<file path="config.mk">
export PLATFORM = sky130hd
export DESIGN_NAME = tdm_mux_4_1
export DESIGN_NICKNAME = d
export VERILOG_FILES = /design/src/rtl/tdm_mux_4_1.sv
export SDC_FILE = /design/constraint.sdc
export NUM_CORES = 1
export LEC_CHECK = 0
export CORE_UTILIZATION = 45
export CTS_BUF_LIST = sky130_fd_sc_hd__clkbuf_16
export DETAILED_ROUTE_END_ITERATION = 7
export PLACE_DENSITY = 0.76
export SLEW_MARGIN = 5
export SYNTH_ARGS = -nofsm -noshare
export SYNTH_HDL_FRONTEND = slang
export SYNTH_SLANG_ARGS = --single-unit
</file>
<file path="constraint.sdc">
create_clock -name clk -period 2 [get_ports clk]
set_input_delay 0.3 -clock clk [delete_from_list [all_inputs] [get_ports clk]]
set_output_delay 0.3 -clock clk [all_outputs]
set_load 0.05 [all_outputs]
</file>
<file path="src/rtl/tdm_mux_4_1.sv">
// 4:1 TDM gather mux: four valid/ready producers into one tagged stream. Optional TDM_STRICT_SLOT_EN selects fixed slots.
// Latency: 1 clk from input capture to output at the earliest. Backpressure: output holds while stalled; in_ready = ~full only.
module tdm_mux_4_1 #(
    parameter int DW = 1
) (
    input  logic            clk,
    input  logic            rst_n,
    input  logic [4*DW-1:0] in_data,
    input  logic [3:0]      in_valid,
    output logic [3:0]      in_ready,
    output logic [DW-1:0]   out_data,
    output logic [1:0]      out_sel,
    output logic            out_valid,
    input  logic            out_ready
);

    logic [DW-1:0] buf_dat [4];
    logic [3:0]    full;
    logic [1:0]    ptr;
    logic          slot_free;
    logic          gnt_found;
    logic [1:0]    gnt_idx;
    logic [1:0]    cand;

    // Ready depends only on held state, so producers never see out_ready combinationally.
    assign in_ready  = {4{rst_n}} & ~full;
    assign slot_free = ~out_valid | out_ready;

`ifdef TDM_STRICT_SLOT_EN
    always_comb begin
        cand      = ptr;
        gnt_idx   = ptr;
        gnt_found = full[ptr];
    end
`else
    // First full channel at or after ptr, wrapping.
    always_comb begin
        cand      = ptr;
        gnt_idx   = ptr;
        gnt_found = 1'b0;
        for (int i = 0; i < 4; i++) begin
            cand = ptr + 2'(i);
            if (!gnt_found && full[cand]) begin
                gnt_found = 1'b1;
                gnt_idx   = cand;
            end
        end
    end
`endif

    always_ff @(posedge clk) begin
        if (!rst_n) begin
            full      <= 4'b0000;
            ptr       <= 2'b00;
            out_valid <= 1'b0;
            out_data  <= '0;
            out_sel   <= 2'b00;
            for (int k = 0; k < 4; k++) begin
                buf_dat[k] <= '0;
            end
        end else begin
            // A channel is never captured and granted on the same edge.
            for (int k = 0; k < 4; k++) begin
                if (in_valid[k] && in_ready[k]) begin
                    buf_dat[k] <= in_data[k*DW +: DW];
                    full[k]    <= 1'b1;
                end
            end
            if (slot_free) begin
`ifdef TDM_STRICT_SLOT_EN
                ptr <= ptr + 2'd1;
                if (gnt_found) begin
                    out_data       <= buf_dat[gnt_idx];
                    out_sel        <= gnt_idx;
                    out_valid      <= 1'b1;
                    full[gnt_idx]  <= 1'b0;
                end else begin
                    out_data  <= '0;
                    out_sel   <= ptr;
                    out_valid <= 1'b0;
                end
`else
                if (gnt_found) begin
                    out_data       <= buf_dat[gnt_idx];
                    out_sel        <= gnt_idx;
                    out_valid      <= 1'b1;
                    full[gnt_idx]  <= 1'b0;
                    ptr            <= gnt_idx + 2'd1;
                end else begin
                    out_valid <= 1'b0;
                end
`endif
            end
        end
    end

endmodule

</file>
### Yosys cells after proc, flatten, opt, wreduce, memory -nomap -nowiden

Memory sizes are Yosys's and may differ from the RTL's. A register that Yosys moved wholly into a read port is not among the register bits.
Index checks and enable logic that the tools add are counted.

| storage, ports and cells | value |
|---|---|
| input port bits | 11 |
| RAM bits | 4 |
| memories kept | 1 |
| output and inout port bits | 8 |
| word-level logic and storage cells | 83 |
| register bits after elaboration | 9 |

| cells by class | value |
|---|---|
| add/subtract/negate cells | 4 |
| multiplexer cells | 45 |
| order comparisons | 6 |
| reductions and logical operators | 13 |
| bitwise operators | 10 |

Memory list:

| name | depth | width | read ports | clocked after memory_dff | wr ports | RTL line | source |
|---|---|---|---|---|---|---|---|
| buf_dat | 4 | 1 | 1 | 1 | 4 | 17 | `logic [DW-1:0] buf_dat [4];` |

Operator list:

| kind | number |
|---|---|
| 2-to-1 mux 1 bit | 35 |
| < comparator 2 x 3 -> 1 bit (second input constant) | 5 |
| AND 4 bit | 2 |
| binary-select mux 1 bit (select 2 bit) | 4 |
| logical AND 1 bit | 8 |
| 2-to-1 mux 4 bit | 2 |
| NOT 4 bit | 2 |
| 2-to-1 mux 2 bit | 3 |
| OR 1 bit | 5 |
| adder 2 x 1 -> 2 bit (second input constant) | 2 |
| adder 2 bit (second input constant) | 2 |
| logical NOT 1 bit | 4 |
| demux 1 bit (select 2 bit) | 1 |
| >= comparator 2 x 1 -> 1 bit (second input constant) | 1 |
| AND reduction 2 bit | 1 |
| NOT 1 bit | 1 |

### Longest topological paths before layout

| depth | value |
|---|---|
| word-level depth | 20 |
| mapped depth | 5 |
| depth with buffers taken out | 5 |

### Worst setup path after synthesis

OpenSTA, ideal clock, no wires.

| timing | value |
|---|---|
| path type | input port to output port |
| start point | in rst_n |
| end point | out in_ready[0] |
| path buffers | 2 |
| data arrival time | 1.460 ns |
| cell stages on the path | 4 |
| slack | 0.240 ns |
| required time | 1.700 ns |
| cell sequence | clkbuf_1 -> inv_1 -> clkbuf_1 -> nor2_1 |

| on the way | value |
|---|---|
| longest elaborated chain between the ends | 1 |

RTL lines:

| what | RTL line | source |
|---|---|---|
| start: declaration | 7 | `input logic rst_n,` |
| AND 4 bit | 26 | `assign in_ready = {4{rst_n}} & ~full;` |
| end: declaration | 10 | `output logic [3:0] in_ready,` |

No other way between the ends.

### Worst setup path after layout

| timing | value |
|---|---|
| start point | reg full[3] |
| end point | reg ptr[1] |

| on the way | value |
|---|---|
| longest elaborated chain between the ends | 13 |
| elaborated cells on any way between the ends | 23 |
| those cells by class | add/sub: 1; mux: 15; reduce/logical: 7 |

RTL lines:

| what | RTL line | source |
|---|---|---|
| start: declaration | 18 | `logic [3:0] full;` |
| start signal: assignment | 53 | `full <= 4'b0000;` |
| start signal: indexed assignment | 66 | `full[k] <= 1'b1;` |
| start signal: indexed assignment | 87 | `full[gnt_idx] <= 1'b0;` |
| binary-select mux 1 bit (select 2 bit) | 43 | `if (!gnt_found && full[cand]) begin` |
| 2-to-1 mux 1 bit (implied by the code) | 43 |  |
| 2-to-1 mux 1 bit | 43 |  |
| logical NOT 1 bit | 43 |  |
| logical AND 1 bit | 43 |  |
| 2-to-1 mux 1 bit | 43 |  |
| logical NOT 1 bit | 43 |  |
| logical AND 1 bit | 43 |  |
| 2-to-1 mux 1 bit | 43 |  |
| logical NOT 1 bit | 43 |  |
| logical AND 1 bit | 43 |  |
| 2-to-1 mux 2 bit or 2-to-1 mux 1 bit (tied branches) | 43 |  |
| adder 2 x 1 -> 2 bit or AND reduction 2 bit (tied branches) | - |  |
| end signal: assignment | 88 | `ptr <= gnt_idx + 2'd1;` |
| end: declaration | 19 | `logic [1:0] ptr;` |

Parallel ways exist; a longest one is shown, timed or not. The select of a mux whose other input is x is not followed.
A chain may end at the register's enable or synchronous reset.

==> flow_metrics.py <==
metrics = {
    "sta": {
        "fin_crit_sh_pct": 85.65,
        "setup_violations": 0,
        "relSlewSlack_pct": 66.90,
        "rsz0062_at_grt": "false",
        "maxSlewViolCount": 0,
        "timing.fmax_mhz": 583.8,
        "setup_ws_ps": 287.0,
        "fin_setup_tns_ps": 0,
        "skew_ps": 0.9198,
        "whs_ps": 492.5,
        "tightestPinTransition_ps": 494.9,
        "fin_crit_ps": 1713,
        "hold_viol": 0,
    },
    "clock_network": {
        "cts_setup_buffers": 0,
        "cts.sinks": 14,
        "cts_made_buffers": 3,
        "path_clk_slew_ps": 50,
        "clock_path_buffers": 2,
        "root_buffer": "clkbuf_16",
        "htree_levels": 1,
        "hold_buffers": 0,
        "cts_tree": "done",
        "postCtsResizedCells": 0,
        "clock_latency_ps": 240,
    },
    "final_layout": {
        "final_cell_mix": "clkdlybuf4s50_1 (14), dfxtp_1 (13), nor2_1 (11)",
        "nets": 110,
        "drive_gt1_share_pct": 16.33,
        "layout_commonest_cell": "clkdlybuf4s50_1",
        "fin_area_um2": 1007,
        "syn2layout_area_growth_pct": 48.52,
        "num_antenna_cells": 0,
    },
    "place": {
        "post-dp-hpwl_um": 1146,
        "place_area_um2": 928.4,
        "io_buffers": 18,
        "gp_congestion": 0.7767,
        "dp_slack_ps": 308.7,
    },
    "global_routing": {
        "overflow": 0,
        "grt_pass1_wl_um": 2470,
        "grt_max_degree": 12,
        "grt_use_total_pct": 23.62,
        "grt_pass1_vias": 560,
        "antenna_found_initial": 0,
    },
    "worst_setup_path": {
        "critPathMaxFanout": 8,
        "required_ps": 2150,
        "cp-end-kind": "register",
        "crit_arrival_ps": 1870,
        "setup.worst_path.start_class": "register",
        "crit_type": "register to register",
    },
    "logic_synthesis": {
        "synth_nets": 87,
        "ys_seq_area_share_pct": 42.80,
        "synthDistinctLibCells": 26,
        "post_synth_main_area_contributors": "dfxtp_1 (38%), mux2i_1 (8.9%), nor2_1 (6.1%)",
        "synth_seq_cells": 14,
        "syn_area_um2": 678.2,
        "avgSynthCellArea_um2": 8.923,
        "netlist.area_leader.share_pct": 38.38,
        "yosys_warnings": 0,
        "syn_inst": 76,
        "yosysTopAreaCell": "dfxtp_1",
    },
    "pwr": {
        "power.density_nw_per_um2": 1507,
        "peakVddDrop_uv": 821.1,
        "p_leak_nw": 0.4100,
    },
    "routing": {
        "vias": 647,
        "viasPerCell": 5.726,
        "drc": 0,
        "wirelength_um": 1665,
        "first_iter_violations": 9,
        "drt_pass1_iterations": 4,
        "ant_nets": 0,
        "wl_per_cell_um": 14.73,
    },
    "worst_hold_path": {
        "hp-class": "register to register",
    },
    "die": {
        "initial_core_util_pct": 50.23,
        "core_um2": 1350,
        "rows": 13,
        "io-pin-count": 19,
        "die_w_um": 40.82,
        "chipHeight_um": 40.82,
        "die_area_um2": 1666,
    },
    "flow_run": {
        "maxCapViolations": 0,
    },
    "outcome": {
        "status": "finished clean",
    },
}
sequential cells by signal (all words and copies together), names as in the netlist:
register and count:
out_data 1, full 4, out_valid 1, out_sel 2, buf_dat 4, ptr 2
cell type report:
type	count	area, µm²
clock buffer	3	75.07
clock inverter	1	3.754
fill	103	342.8
inverter	3	11.26
multi-input combinational	56	365.4
sequential	14	290.3
tap	15	18.77
timing repair buffer	21	242.7
critical path, cell delays in order (launching register included):
cell and delay, ps:
dfxtp_1 460, inv_2 90, a21o_1 220, a211oi_4 430
xnor2_1 160, a211oi_2 260
cell families after synthesis:
| family | share of synthesized area (%) |
|---|---|
| buf+inv | 3.321 |
| flops | 42.80 |
| compound gates | 22.88 |
| xor+xnor | 1.292 |
| mux | 8.856 |
| simple gates | 20.85 |
synth_stat cells (all sizes together):
library cell / n
nor3: 1
nor2: 11
xnor2: 1
nand3: 1
nor4: 1
a211oi: 3
a21oi: 5
a21o: 2
o221ai: 1
clkbuf: 3
inv: 3
nor2b: 6
nand3b: 2
nand2b: 4
a31o: 1
o21ai: 8
edfxtp: 1
dfxtp: 13
a31oi: 2
mux2i: 6
and3: 1
where the power goes:
group / internal [mW] / switching [mW]
combinational: 0.299 / 0.402
sequential: 0.356 / 0.0812
clock: 0.264 / 0.115
total: 0.919 / 0.598
stage by stage:
stage | util, % | power [mW] | cells
after floorplan | - | 0.9002 | 76
after global placement | 68.77 | 1.115 | 109
after detailed placement | 68.77 | 1.134 | 109
after CTS | 74.61 | 1.519 | 113
after global routing | 74.61 | 1.583 | 113
final | 74.61 | 1.518 | 113
routing by layer:
metal | track usage (%) | vias up | wire [µm]
li1 | - | 317 | -
met2 | 41.80 | 21 | 841
met3 | 6.522 | 4 | 74
met4 | 10.00 | 0 | 27
met5 | 0 | - | 0
met1 | 25.91 | 305 | 721
worst paths after layout:
path	endpoint	slack (ps)	start	cells after the start
worst max-delay path	ptr[1]	290	full[3]	5
worst min-delay path	out_sel[0]	490	out_sel[0]	2
worst max register to register	ptr[1]	290	full[3]	5
worst min register to register	out_sel[0]	490	out_sel[0]	2
No activity file was read; power rests on OpenSTA's default activity.
